**config.mk**
```make
export PLATFORM = sky130hd
export DESIGN_NAME = pe_multi_filter_conv
export DESIGN_NICKNAME = d
export VERILOG_FILES = /design/src/rtl/pe_multi_filter_conv.sv
export SDC_FILE = /design/constraint.sdc
export NUM_CORES = 1
export LEC_CHECK = 0
export CAP_MARGIN = 10
export CELL_PAD_IN_SITES_DETAIL_PLACEMENT = 0
export CELL_PAD_IN_SITES_GLOBAL_PLACEMENT = 1
export CORE_MARGIN = 4
export CORE_UTILIZATION = 45
export CTS_BUF_LIST = sky130_fd_sc_hd__clkbuf_4
export DETAILED_ROUTE_END_ITERATION = 8
export PLACE_DENSITY = 0.79
export SYNTH_ARGS = -nofsm -noshare
export SYNTH_HDL_FRONTEND = slang
export SYNTH_SLANG_ARGS = --single-unit
```
**constraint.sdc**
```tcl
create_clock -name clk -period 5.7 [get_ports clk]
set_input_delay 1.14 -clock clk [delete_from_list [all_inputs] [get_ports clk]]
set_output_delay 1.14 -clock clk [all_outputs]
set_load 0.01 [all_outputs]
```
**src/rtl/pe_multi_filter_conv.sv**
```systemverilog
// Multi-filter 1-D convolution PE. One buffered ifmap row is reused across up to
// NUM_FILTERS filter banks with a runtime stride; a 3-stage MAC pipeline feeds a psum FIFO.
module pe_multi_filter_conv #(
    parameter int DATA_W      = 16,
    parameter int FILT_W      = 8,
    parameter int PSUM_W      = 16,
    parameter int ROW_DEPTH   = 12,
    parameter int MAX_FS      = 8,
    parameter int NUM_FILTERS = 4,
    parameter int STRIDE_W    = 3,
    parameter int OUT_DEPTH   = 8,
    localparam int FSW  = $clog2(MAX_FS + 1),
    localparam int NFW  = $clog2(NUM_FILTERS + 1),
    localparam int FIDW = (NUM_FILTERS > 1) ? $clog2(NUM_FILTERS) : 1
) (
    input  logic                clk,
    input  logic                rstn,
    input  logic                cfg_ld,
    input  logic [STRIDE_W-1:0] cfg_stride,
    input  logic [FSW-1:0]      cfg_fs,
    input  logic [NFW-1:0]      cfg_nf,
    input  logic                start,
    input  logic                reuse_filt,
    input  logic                filt_valid,
    output logic                filt_ready,
    input  logic [FILT_W-1:0]   filt_data,
    input  logic                ifm_valid,
    output logic                ifm_ready,
    input  logic [DATA_W-1:0]   ifm_data,
    input  logic                ifm_last,
    output logic                psum_valid,
    input  logic                psum_ready,
    output logic [PSUM_W-1:0]   psum_data,
    output logic [FIDW-1:0]     psum_fid,
    output logic                busy,
    output logic                done
);
    localparam int AW  = (ROW_DEPTH > 1) ? $clog2(ROW_DEPTH) : 1;
    localparam int LW  = $clog2(ROW_DEPTH + 1);
    localparam int TW  = (MAX_FS > 1) ? $clog2(MAX_FS) : 1;
    localparam int QAW = (OUT_DEPTH > 1) ? $clog2(OUT_DEPTH) : 1;
    localparam int QW  = $clog2(OUT_DEPTH + 1);
    localparam int PW  = DATA_W + FILT_W;

    typedef enum logic [2:0] {S_IDLE, S_LOAD_FILT, S_LOAD_ROW, S_COMPUTE, S_FLUSH} state_t;

    state_t              state_q;
    logic [STRIDE_W-1:0] stride_q, stride_d;
    logic [FSW-1:0]      fs_q, fs_d;
    logic [NFW-1:0]      nf_q, nf_d;
    logic [NFW-1:0]      fb_q, f_q;
    logic [FSW-1:0]      ft_q, k_q;
    logic [LW-1:0]       wa_q, len_q, base_q;
    logic                done_q;

    logic [FILT_W-1:0]   filt_mem [NUM_FILTERS][MAX_FS];
    logic [DATA_W-1:0]   ifm_mem  [ROW_DEPTH];

    logic                room, grp_start, issue, tap_last, filt_last, win_last;
    logic [AW-1:0]       rd_addr;

    logic [1:0]          vld_pipe_q;
    logic                s0_k0_q, s0_last_q, s1_k0_q, s1_last_q;
    logic [FIDW-1:0]     s0_fid_q, s1_fid_q;
    logic [DATA_W-1:0]   ifm_rd_q;
    logic [FILT_W-1:0]   filt_rd_q;
    logic [PW-1:0]       prod_full;
    logic [PSUM_W-1:0]   prod_q, acc_q, acc_d;

    logic [PSUM_W-1:0]   fifo_data [OUT_DEPTH];
    logic [FIDW-1:0]     fifo_fid  [OUT_DEPTH];
    logic [QAW-1:0]      wp_q, rp_q;
    logic [QW-1:0]       cnt_q, infl_q;
    logic                push, pop;

    always_comb begin
        stride_d = (cfg_stride == '0) ? STRIDE_W'(1) : cfg_stride;
        fs_d = cfg_fs;
        if (cfg_fs == '0)                  fs_d = FSW'(1);
        else if (int'(cfg_fs) > MAX_FS)    fs_d = FSW'(MAX_FS);
        nf_d = cfg_nf;
        if (cfg_nf == '0)                  nf_d = NFW'(1);
        else if (int'(cfg_nf) > NUM_FILTERS) nf_d = NFW'(NUM_FILTERS);
    end

    // Admission counts groups already issued but not yet pushed, so an issued group always has a slot.
    always_comb begin
        room      = (int'(cnt_q) + int'(infl_q)) < OUT_DEPTH;
        grp_start = (k_q == '0);
        issue     = (state_q == S_COMPUTE) && (!grp_start || room);
        tap_last  = (k_q == fs_q - FSW'(1));
        filt_last = (f_q == nf_q - NFW'(1));
        win_last  = (int'(base_q) + int'(stride_q) + int'(fs_q)) > int'(len_q);
        rd_addr   = AW'(int'(base_q) + int'(k_q));
    end

    always_ff @(posedge clk or negedge rstn) begin
        if (!rstn) begin
            state_q  <= S_IDLE;
            stride_q <= STRIDE_W'(1);
            fs_q     <= FSW'(1);
            nf_q     <= NFW'(1);
            fb_q     <= '0;
            ft_q     <= '0;
            wa_q     <= '0;
            len_q    <= '0;
            base_q   <= '0;
            f_q      <= '0;
            k_q      <= '0;
            done_q   <= 1'b0;
        end else begin
            done_q <= 1'b0;
            case (state_q)
                S_IDLE: begin
                    if (cfg_ld) begin
                        stride_q <= stride_d;
                        fs_q     <= fs_d;
                        nf_q     <= nf_d;
                    end
                    if (start) begin
                        fb_q    <= '0;
                        ft_q    <= '0;
                        wa_q    <= '0;
                        state_q <= reuse_filt ? S_LOAD_ROW : S_LOAD_FILT;
                    end
                end
                S_LOAD_FILT: if (filt_valid) begin
                    if (ft_q == fs_q - FSW'(1)) begin
                        ft_q <= '0;
                        fb_q <= fb_q + NFW'(1);
                        if (fb_q == nf_q - NFW'(1)) state_q <= S_LOAD_ROW;
                    end else begin
                        ft_q <= ft_q + FSW'(1);
                    end
                end
                S_LOAD_ROW: if (ifm_valid) begin
                    wa_q <= wa_q + LW'(1);
                    if (ifm_last || wa_q == LW'(ROW_DEPTH - 1)) begin
                        len_q   <= wa_q + LW'(1);
                        base_q  <= '0;
                        f_q     <= '0;
                        k_q     <= '0;
                        state_q <= (int'(wa_q) + 1 >= int'(fs_q)) ? S_COMPUTE : S_FLUSH;
                    end
                end
                S_COMPUTE: if (issue) begin
                    if (tap_last) begin
                        k_q <= '0;
                        if (filt_last) begin
                            f_q    <= '0;
                            base_q <= base_q + LW'(stride_q);
                            if (win_last) state_q <= S_FLUSH;
                        end else begin
                            f_q <= f_q + NFW'(1);
                        end
                    end else begin
                        k_q <= k_q + FSW'(1);
                    end
                end
                S_FLUSH: if (vld_pipe_q == '0) begin
                    done_q  <= 1'b1;
                    state_q <= S_IDLE;
                end
                default: state_q <= S_IDLE;
            endcase
        end
    end

    always_ff @(posedge clk) begin
        if (state_q == S_LOAD_FILT && filt_valid)
            filt_mem[fb_q[FIDW-1:0]][ft_q[TW-1:0]] <= filt_data;
        if (state_q == S_LOAD_ROW && ifm_valid)
            ifm_mem[wa_q[AW-1:0]] <= ifm_data;
        ifm_rd_q  <= ifm_mem[rd_addr];
        filt_rd_q <= filt_mem[f_q[FIDW-1:0]][k_q[TW-1:0]];
    end

    assign prod_full = {{FILT_W{1'b0}}, ifm_rd_q} * {{DATA_W{1'b0}}, filt_rd_q};
    assign acc_d     = s1_k0_q ? prod_q : acc_q + prod_q;
    assign push      = vld_pipe_q[1] && s1_last_q;
    assign pop       = psum_valid && psum_ready;

    always_ff @(posedge clk or negedge rstn) begin
        if (!rstn) begin
            vld_pipe_q <= '0;
            s0_k0_q    <= 1'b0;
            s0_last_q  <= 1'b0;
            s0_fid_q   <= '0;
            s1_k0_q    <= 1'b0;
            s1_last_q  <= 1'b0;
            s1_fid_q   <= '0;
            prod_q     <= '0;
            acc_q      <= '0;
        end else begin
            vld_pipe_q <= {vld_pipe_q[0], issue};
            s0_k0_q    <= grp_start;
            s0_last_q  <= tap_last;
            s0_fid_q   <= f_q[FIDW-1:0];
            s1_k0_q    <= s0_k0_q;
            s1_last_q  <= s0_last_q;
            s1_fid_q   <= s0_fid_q;
            prod_q     <= PSUM_W'(prod_full);
            if (vld_pipe_q[1]) acc_q <= acc_d;
        end
    end

    always_ff @(posedge clk) begin
        if (push) begin
            fifo_data[wp_q] <= acc_d;
            fifo_fid[wp_q]  <= s1_fid_q;
        end
    end

    always_ff @(posedge clk or negedge rstn) begin
        if (!rstn) begin
            wp_q   <= '0;
            rp_q   <= '0;
            cnt_q  <= '0;
            infl_q <= '0;
        end else begin
            if (push) wp_q <= (wp_q == QAW'(OUT_DEPTH - 1)) ? '0 : wp_q + QAW'(1);
            if (pop)  rp_q <= (rp_q == QAW'(OUT_DEPTH - 1)) ? '0 : rp_q + QAW'(1);
            case ({push, pop})
                2'b10:   cnt_q <= cnt_q + QW'(1);
                2'b01:   cnt_q <= cnt_q - QW'(1);
                default: cnt_q <= cnt_q;
            endcase
            case ({issue && grp_start, push})
                2'b10:   infl_q <= infl_q + QW'(1);
                2'b01:   infl_q <= infl_q - QW'(1);
                default: infl_q <= infl_q;
            endcase
        end
    end

    assign psum_valid = (cnt_q != '0);
    assign psum_data  = psum_valid ? fifo_data[rp_q] : '0;
    assign psum_fid   = psum_valid ? fifo_fid[rp_q] : '0;
    assign busy       = (state_q != S_IDLE);
    assign filt_ready = (state_q == S_LOAD_FILT);
    assign ifm_ready  = (state_q == S_LOAD_ROW);
    assign done       = done_q;

endmodule

```
== Word level (Yosys, flattened, before mapping) ==
Memory sizes are Yosys's and may differ from the RTL's. A register that Yosys moved wholly into a read port is not among the register bits.
Index checks and enable logic that the tools add are counted.
W data, S select, Z words.

* Word-level logic and storage cells: 183
* Register bits: 104
* Output and inout bits: 23
* RAM bits: 592
* Memories: 4
* Input bits: 43

{| class="wikitable"
|+ Memories
! memory !! words !! bits a word !! rd ports !! clocked after Yosys merged registers in !! wr ports !! line !! RTL
|-
| filt_mem || 4 || 64 || 1 || 0 || 1 || 56 || <nowiki>logic [FILT_W-1:0] filt_mem [NUM_FILTERS][MAX_FS];</nowiki>
|-
| ifm_mem || 12 || 16 || 1 || 1 || 1 || 57 || <nowiki>logic [DATA_W-1:0] ifm_mem [ROW_DEPTH];</nowiki>
|-
| fifo_data || 8 || 16 || 1 || 0 || 1 || 70 || <nowiki>logic [PSUM_W-1:0] fifo_data [OUT_DEPTH];</nowiki>
|-
| fifo_fid || 8 || 2 || 1 || 0 || 1 || 71 || <nowiki>logic [FIDW-1:0] fifo_fid [OUT_DEPTH];</nowiki>
|}

* Bitwise operators: 2
* Reductions and logical operators: 32
* Multipliers: 1
* Add/sub/neg operators: 20
* Equality and inequality tests: 26
* $lt $le $gt $ge: 8
* Mux-type cells: 64

{| class="wikitable"
|+ Operators by type and width
! cell !! count
|-
| $mux W3 || 25
|-
| $mux W64 || 1
|-
| $mux W4 || 13
|-
| $pmux W4 S2 || 6
|-
| $mux W16 || 2
|-
| $bmux W8 S3 || 1
|-
| $demux W8 S3 || 1
|-
| $mux W8 || 3
|-
| $add A4 B1 Y4 const B || 5
|-
| $add A16 B16 Y16 || 1
|-
| $mul A16 B8 Y16 || 1
|-
| $ne A2 B2 Y1 const B || 8
|-
| $pmux W3 S5 || 1
|-
| $add A3 B1 Y3 const B || 4
|-
| $pmux W3 S2 || 2
|-
| $sub A4 B1 Y4 const B || 3
|-
| $reduce_and A11 Y1 || 1
|-
| $reduce_bool A2 Y1 || 5
|-
| $eq A3 B3 Y1 const B || 3
|-
| $logic_not A3 Y1 || 3
|-
| $reduce_and A3 Y1 || 3
|-
| $eq A4 B4 Y1 || 2
|-
| $ge A4 B4 Y1 const B || 2
|-
| $logic_not A4 Y1 || 2
|-
| 33 further kinds || 55
|}

== Logic depth before layout (Yosys ltp) ==
Gate-level depths: netlist of the first run.

* Word-level depth: 8
* Mapped depth: 19
* Depth with buffers taken out: 18

== Worst setup path before layout of the first run ==
No wires, ideal clock.

* Kind: register to register
* From: reg filt_rd_q[3]
* To: reg prod_q[15]
* Data arrival time: 4.267 ns
* Setup time: 0.125 ns
* Buffers on the path: 1
* Clock period less this slack: 4.393 ns
* Cell stages (with the launch flop): 17
* Required time: 5.575 ns
* Slack: 1.307 ns
* Cells stage by stage: dfxtp_1 > clkbuf_1 > and2_1 > fa_1 > fa_1 > fa_1 > inv_1 > fa_1 > inv_1 > ha_1 > or3_1 > o21ai_0 > a21oi_1 > and4_1 > a2111oi_2 > a21oi_1 > xnor2_1

* Word-level cells in the longest chain between the ends: 1

{| class="wikitable"
|+ RTL lines
! item !! line !! RTL
|-
| from (decl) || 66 || <nowiki>logic [FILT_W-1:0] filt_rd_q;</nowiki>
|-
| from (signal assigned) || 175 || <nowiki>filt_rd_q <= filt_mem[f_q[FIDW-1:0]][k_q[TW-1:0]];</nowiki>
|-
| $mul A16 B8 Y16 || 178 || <nowiki>assign prod_full = {{FILT_W{1'b0}}, ifm_rd_q} * {{DATA_W{1'b0}}, filt_rd_q};</nowiki>
|-
| via prod_full[15] || 67 || <nowiki>logic [PW-1:0] prod_full;</nowiki>
|-
| to (signal assigned) || 202 || <nowiki>prod_q <= PSUM_W'(prod_full);</nowiki>
|-
| to (decl) || 68 || <nowiki>logic [PSUM_W-1:0] prod_q, acc_q, acc_d;</nowiki>
|}

The timed path passes the listed nets, and every way through them passes these cells.
A chain may end at the register's enable or synchronous reset.

== Worst setup path after layout of the first run ==
* From: reg rp_q[0]
* To: out psum_data[14]

* Word-level cells in the longest chain between the ends: 2

{| class="wikitable"
|+ RTL lines
! item !! line !! RTL
|-
| from (decl) || 72 || <nowiki>logic [QAW-1:0] wp_q, rp_q;</nowiki>
|-
| from (signal assigned) || 222 || <nowiki>if (pop) rp_q <= (rp_q == QAW'(OUT_DEPTH - 1)) ? '0 : rp_q + QAW'(1);</nowiki>
|-
| $mem_v2 Z8 W16 || - ||
|-
| $mux W16 || 237 || <nowiki>assign psum_data = psum_valid ? fifo_data[rp_q] : '0;</nowiki>
|-
| to (decl) || 33 || <nowiki>output logic [PSUM_W-1:0] psum_data,</nowiki>
|}

Every way passes these cells.

==> results of run 1 <==
## cells by family (layout without fill, tap and decap cells)
family / after synthesis / count (layout) / share of synthesized area, %
fa+ha+maj: 153 / 153 / 7.64
xor+xnor: 70 / 70 / 1.95
other cells: 0 / 6 / 0
buf+inv: 173 / 526 / 2.21
compound gates: 166 / 166 / 3.37
mux: 227 / 227 / 13.7
flops: 712 / 712 / 64.9
simple gates: 388 / 388 / 6.20
## cell usage after synthesis, types with 17 or more instances
cell type,count,area share (%)
clkbuf_1,33,0.39
xnor2_1,48,1.3
o21ai_0,39,0.61
xor2_1,21,0.58
mux2i_1,38,1.2
fa_1,69,4.3
and2_1,120,2.4
nand2b_1,20,0.39
dfxtp_1,24,1.5
mux4_2,164,12
buf_2,19,0.30
o21ai_1,17,0.27
ha_1,84,3.3
inv_1,106,1.3
a21oi_1,49,0.77
mux2_2,24,0.85
nand2_1,114,1.3
dfrtp_1,93,7.3
edfxtp_1,592,56
nor2_1,77,0.91
## layout make-up
type	instances	area, sq um	area share, %
multi-input combinational	1004	10500	29.1
timing repair buffer	88	848	2.35
sequential	712	20700	57.4
antenna	6	15.0	0.0417
inverter	109	409	1.14
tap	940	1180	3.26
clock inverter	69	454	1.26
clock buffer	260	1950	5.42
## state kept, by name, indices dropped and copies added (netlist names), 4 cells and up
register   flops
filt_mem     256
k_q            4
acc_q         16
ifm_rd_q      16
fifo_fid      16
prod_q        16
fs_q           4
cnt_q          4
ifm_mem      192
wa_q           4
infl_q         4
fifo_data    128
filt_rd_q      8
base_q         4
len_q          4
ft_q           4
## per-layer routing
metal,vias to the layer above,global-route usage [%],wire (microns)
li1,7668,-,-
met1,8657,24.0,27600
met2,460,29.0,32000
met3,97,4.23,3790
met4,2,5.65,1240
met5,-,0,15
## cells in the final DEF (no fill, tap or decap), drive strengths merged, types with 4 or more instances in the layout
| cell type | Yosys | routed |
|---|---|---|
| ha | 84 | 84 |
| o21ai | 57 | 57 |
| inv | 109 | 118 |
| clkdlybuf4s50 | 0 | 64 |
| fa | 69 | 69 |
| or2 | 4 | 4 |
| mux4 | 164 | 164 |
| nor2b | 11 | 11 |
| nand3 | 9 | 9 |
| nor2 | 77 | 77 |
| o211ai | 4 | 4 |
| buf | 31 | 23 |
| xor2 | 21 | 21 |
| xnor2 | 49 | 49 |
| mux2i | 38 | 38 |
| o21a | 9 | 9 |
| edfxtp | 592 | 592 |
| a21oi | 49 | 49 |
| and2 | 121 | 121 |
| nand2b | 20 | 20 |
| nand2 | 114 | 114 |
| mux2 | 25 | 25 |
| nor3 | 18 | 18 |
| o31ai | 6 | 6 |
| a31oi | 4 | 4 |
| clkinv | 0 | 56 |
| dfrtp | 93 | 93 |
| diode | 0 | 6 |
| clkbuf | 33 | 261 |
| nor3b | 4 | 4 |
| a21o | 12 | 12 |
| dfxtp | 24 | 24 |
## worst max-delay path, stage by stage, from the launching register on
cell	delay (ns)
dfrtp_2	0.90
buf_4	0.42
mux4_2	0.57
mux2i_1	0.15
nor2_1	0.05
clkdlybuf4s50_1	0.49
## per-stage QoR
stage | setup WS (ns) | hold slack (ns) | cell area, sq um | instances
after floorplan | 1.31 | 0.331 | 31800 | 1889
after global placement | 1.12 | 0.334 | 33600 | 2850
after detailed placement | 1.04 | 0.336 | 33600 | 2850
after CTS | 0.761 | 0.102 | 36000 | 3179
after global routing | 0.590 | 0.128 | 36000 | 3185
final | 0.981 | 0.189 | 36000 | 3188
## path summary, 6_finish.rpt
kind                                 end         start  depth (start not counted)
max in group asynchronous     prod_q[11]          rstn                          2
hold reg to reg                  s1_k0_q       s0_k0_q                          0
setup / recovery           psum_data[14]       rp_q[0]                          5
setup reg to reg              prod_q[15]  filt_rd_q[2]                         15
min in group clk                 s1_k0_q       s0_k0_q                          0
hold / removal                  acc_q[9]          rstn                          1
==> run metrics, run 1 <==
Async S/R FF share, synth=13.5%; worst skew pair latency=1.03 ns; NumNets Final=2,291; first-pass GRT wire length=102,000 microns; register area share after synthesis=64.9%; period utilisation layout=82.8%; drt drc=0; Area Growth Syn to Fin=13.2%; post-CTS sizing=0; run status=complete, no violations; Tmin final=4.72 ns; Syn Inst Count=1,889; row count=97; relative slew slack=18.7%; Max Freq=0.212 GHz; CTS Root Buffer Type=clkbuf_4; Congestion Overflow GR=0; Post-Syn Area=31,800 sq um; FILL cells=5,700; Post-CTS Setup Bufs=0; HPWL after DPL=41,300 microns; CTS Hold Buffers Added=0; Synth cell types=71; Worst Setup Start Kind=flip-flop; Avg Vias per Cell=5.30; register bit total from synthesis=712; routed wire length=64,600 microns; Port Buf Inserts=65; number of max-cap violations=0; GP Congestion=0.806; CP endpoint kind=output pin; Most used DFF post-synth=edfxtp_1; Num Clock Sinks=712; Starting Density=45.4%; hold crit path type=primary input to asynchronous set/reset pin; total number of vias=16,900; Max Root-Sink Buffers=3; io pins=66; post-synthesis average cell area=16.8 sq um; Die Ht=274 microns; Tot GR Track Use=17.8%; CTS H-tree lvls=4; area of the core=70,000 sq um; vias in the first global route=18,000; layout cells sized above 1=23.6%; DR iter-0 viols=1,186; Hold Vio Cnt, Final=0; initial antenna violation count=3; skew final=0.0766 ns; WP data required=4.56 ns; synth warn=0; worst-margin pin slew=1.22 ns; largest net degree at the start of global routing=52; Final ANT Viol Nets=0; Initial DRT Pass Iterations=5; CP Class=flip-flop to output pin; Post-synth EDFFs=592; Final setup viols=0; Routed wire per std cell=20.3 microns; Mapped Nets=2,085; CTS tree=built; Clock transition at path regs=0.06 ns; DIE WIDTH=274 microns; final core area utilization=51.4%; RSZ-0062 raised after global routing=no; final setup TNS=0 ns; critical path fanouts, max=26; reg-to-reg slack, setup=1.03 ns; DIE AREA=75,000 sq um; Crit path arrival time=3.58 ns; CTS Buf Count=180; Slew Viols, Final=0
Power of run 1 is left out: the tool's default activity adds up to more than one toggle a clock period on the data nets, which glitch-free logic cannot reach.
==> run 2: changes to the inputs <==
==> constraint.sdc (replaced) <==
create_clock -name clk -period 4.6 [get_ports clk]
set_input_delay 0.92 -clock clk [delete_from_list [all_inputs] [get_ports clk]]
set_output_delay 0.92 -clock clk [all_outputs]
set_load 0.01 [all_outputs]
==> run 2 against run 1 <==
Worst setup slack worse by 0.79 ns. First-iteration DRC count rose by 13%. Sequential cell count is the same. Cell area up 0.25%. Die area unchanged. Non-clock buffer count increased by 16.
==> run metrics, run 2 (synthesis gave the netlist of run 1 again) <==
run status=complete, no violations (unchanged); io pins=66 (unchanged); routed wire length=64,200 microns (was 64,600 microns); DIE WIDTH=274 microns (unchanged); reg-to-reg slack, setup=0.19 ns (was 1.03 ns); initial antenna violation count=7 (was 3); CTS H-tree lvls=4 (unchanged); commonest non-fill, non-tap cell in the layout=edfxtp_1 (unchanged); Port Buf Inserts=65 (unchanged); total number of vias=16,800 (was 16,900); placed cell count=2,866 (was 2,850); GR Layer Usage met3=4.41% (was 4.23%); layout cells sized above 1=24.7% (was 23.6%); worst hold path startpoint=s0_k0_q; Num Clock Sinks=712 (unchanged); Max Freq=0.227 GHz; drt drc=0 (unchanged); skew final=0.0976 ns (was 0.0766 ns); Initial DRT Pass Iterations=6 (was 5); Die Ht=274 microns (unchanged); DR iter-0 viols=1,340 (was 1,186); CP endpoint kind=flip-flop (was output pin); hold crit path type=flip-flop to flip-flop (was primary input to asynchronous set/reset pin); worst reg2reg path depth=15 (unchanged); highest-count cells in the layout ignoring fill and taps=edfxtp_1, clkbuf_4, mux4_2, and2_1, nand2_1 (unchanged); Congestion Overflow GR=0 (unchanged); Avg Vias per Cell=5.26 (was 5.30); CTS Buf Count=181 (was 180); Crit path arrival time=5.25 ns (was 3.58 ns); NumNets Final=2,308 (was 2,291); met1 usage=23.6% (was 24.0%); DIE AREA=75,000 sq um (unchanged); worst hold path stage count=0; Worst Setup Start Kind=flip-flop (unchanged); CP Class=flip-flop to flip-flop (was flip-flop to output pin); worst-margin pin slew=1.23 ns (was 1.22 ns); largest net degree at the start of global routing=66 (was 52); relative slew slack=17.5% (was 18.7%); area of the core=70,000 sq um (unchanged); Slew Viols, Final=0 (unchanged); CTS tree=built (unchanged); HPWL after DPL=41,700 microns (was 41,300 microns); Post-CTS Setup Bufs=0 (unchanged); first-pass GRT wire length=102,000 microns (about the same); Top Usage Layer GRT=met2 (unchanged); Clock transition at path regs=0.06 ns (about the same); period utilisation layout=95.8%; number of max-cap violations=0 (unchanged); worst-case hold path end point=s1_k0_q; met2 global-route usage=28.9% (was 29.0%); WP data required=5.44 ns (was 4.56 ns); Routed wire per std cell=20.1 microns (was 20.3 microns); number of flip-flops in the largest register=256 (unchanged); Final Non-Filler Cells=3,195 (was 3,188); GP Congestion=0.802 (was 0.806); CTS Root Buffer Type=clkbuf_4 (unchanged); worst skew pair latency=1.02 ns (was 1.03 ns); Final ANT Viol Nets=0 (unchanged); Starting Density=45.4% (unchanged); Tot GR Track Use=17.7% (was 17.8%); final setup TNS=0 ns (unchanged); RSZ-0062 raised after global routing=no (unchanged); row count=97 (unchanged); Tmin final=4.41 ns; Area Growth Syn to Fin=13.5% (was 13.2%); reg2reg start=ifm_rd_q[4] (was filt_rd_q[2]); vias in the first global route=18,000 (about the same); Hold Vio Cnt, Final=0 (unchanged); Final setup viols=0 (unchanged); Max Root-Sink Buffers=3 (unchanged); Critical R2R Capture=prod_q[15] (unchanged); critical path fanouts, max=8 (was 26)
==> run 2: how the worst max path moves through the flow <==
stage                  from         end  slack [ns]  cells after the start
2_1_floorplan  filt_rd_q[3]  prod_q[15]        0.21                     16
6_report        ifm_rd_q[4]  prod_q[15]        0.19                     15
4_1_cts        filt_rd_q[4]  prod_q[15]        0.05                     15
5_1_grt         ifm_rd_q[4]  prod_q[15]       0.006                     15
3_5_place_dp   filt_rd_q[4]  prod_q[15]       0.007                     15
3_3_place_gp   filt_rd_q[4]  prod_q[15]        0.09                     15
==> run 2: repair_timing <==
item                                    in CTS  in global routing
hold buffers                                 1                  0
endpoints found under the setup margin       0                  2
hold endpoints to repair                    43                  0
gates resized for setup                      0                  7
==> run 2: critical path, stage by stage (launching register included) <==
cell	delay, ns
dfxtp_1	0.45
and2_1	0.19
fa_1	0.45
fa_1	0.51
fa_1	0.49
inv_1	0.05
fa_1	0.47
inv_1	0.04
ha_1	0.28
or3_1	0.36
o21ai_0	0.08
a21oi_1	0.08
and4_1	0.24
a2111oi_4	0.32
a21oi_1	0.14
xnor2_1	0.14
==> run 2: routing by layer <==
layer | vias up | wire (microns)
met3 | 81 | 3780
li1 | 7696 | -
met1 | 8553 | 27600
met4 | 6 | 981
met5 | - | 40
met2 | 465 | 31800
==> run 2: cell type report <==
class                   instances  area [sq um]
flip-flops and latches        712         20700
clock inverters                55           325
well taps                     940          1180
diodes                          3          7.51
repair buffers                104           996
multi-input cells            1004         10500
clock buffers                 268          2010
inverters                     109           409
fillers                      5662         33900
==> run 2: metrics by stage <==
step	worst slack, ns	utilization, %	hold slack [ns]	instance area [sq um]
2_1_floorplan	0.207	-	0.331	31800
3_3_place_gp	0.0893	48.1	0.332	33700
3_5_place_dp	0.00717	48.1	0.338	33700
4_1_cts	0.0511	51.5	0.353	36100
5_1_grt	0.00572	51.6	0.356	36100
6_report	0.192	51.6	0.351	36100
Power of run 2 is left out for the same reason.
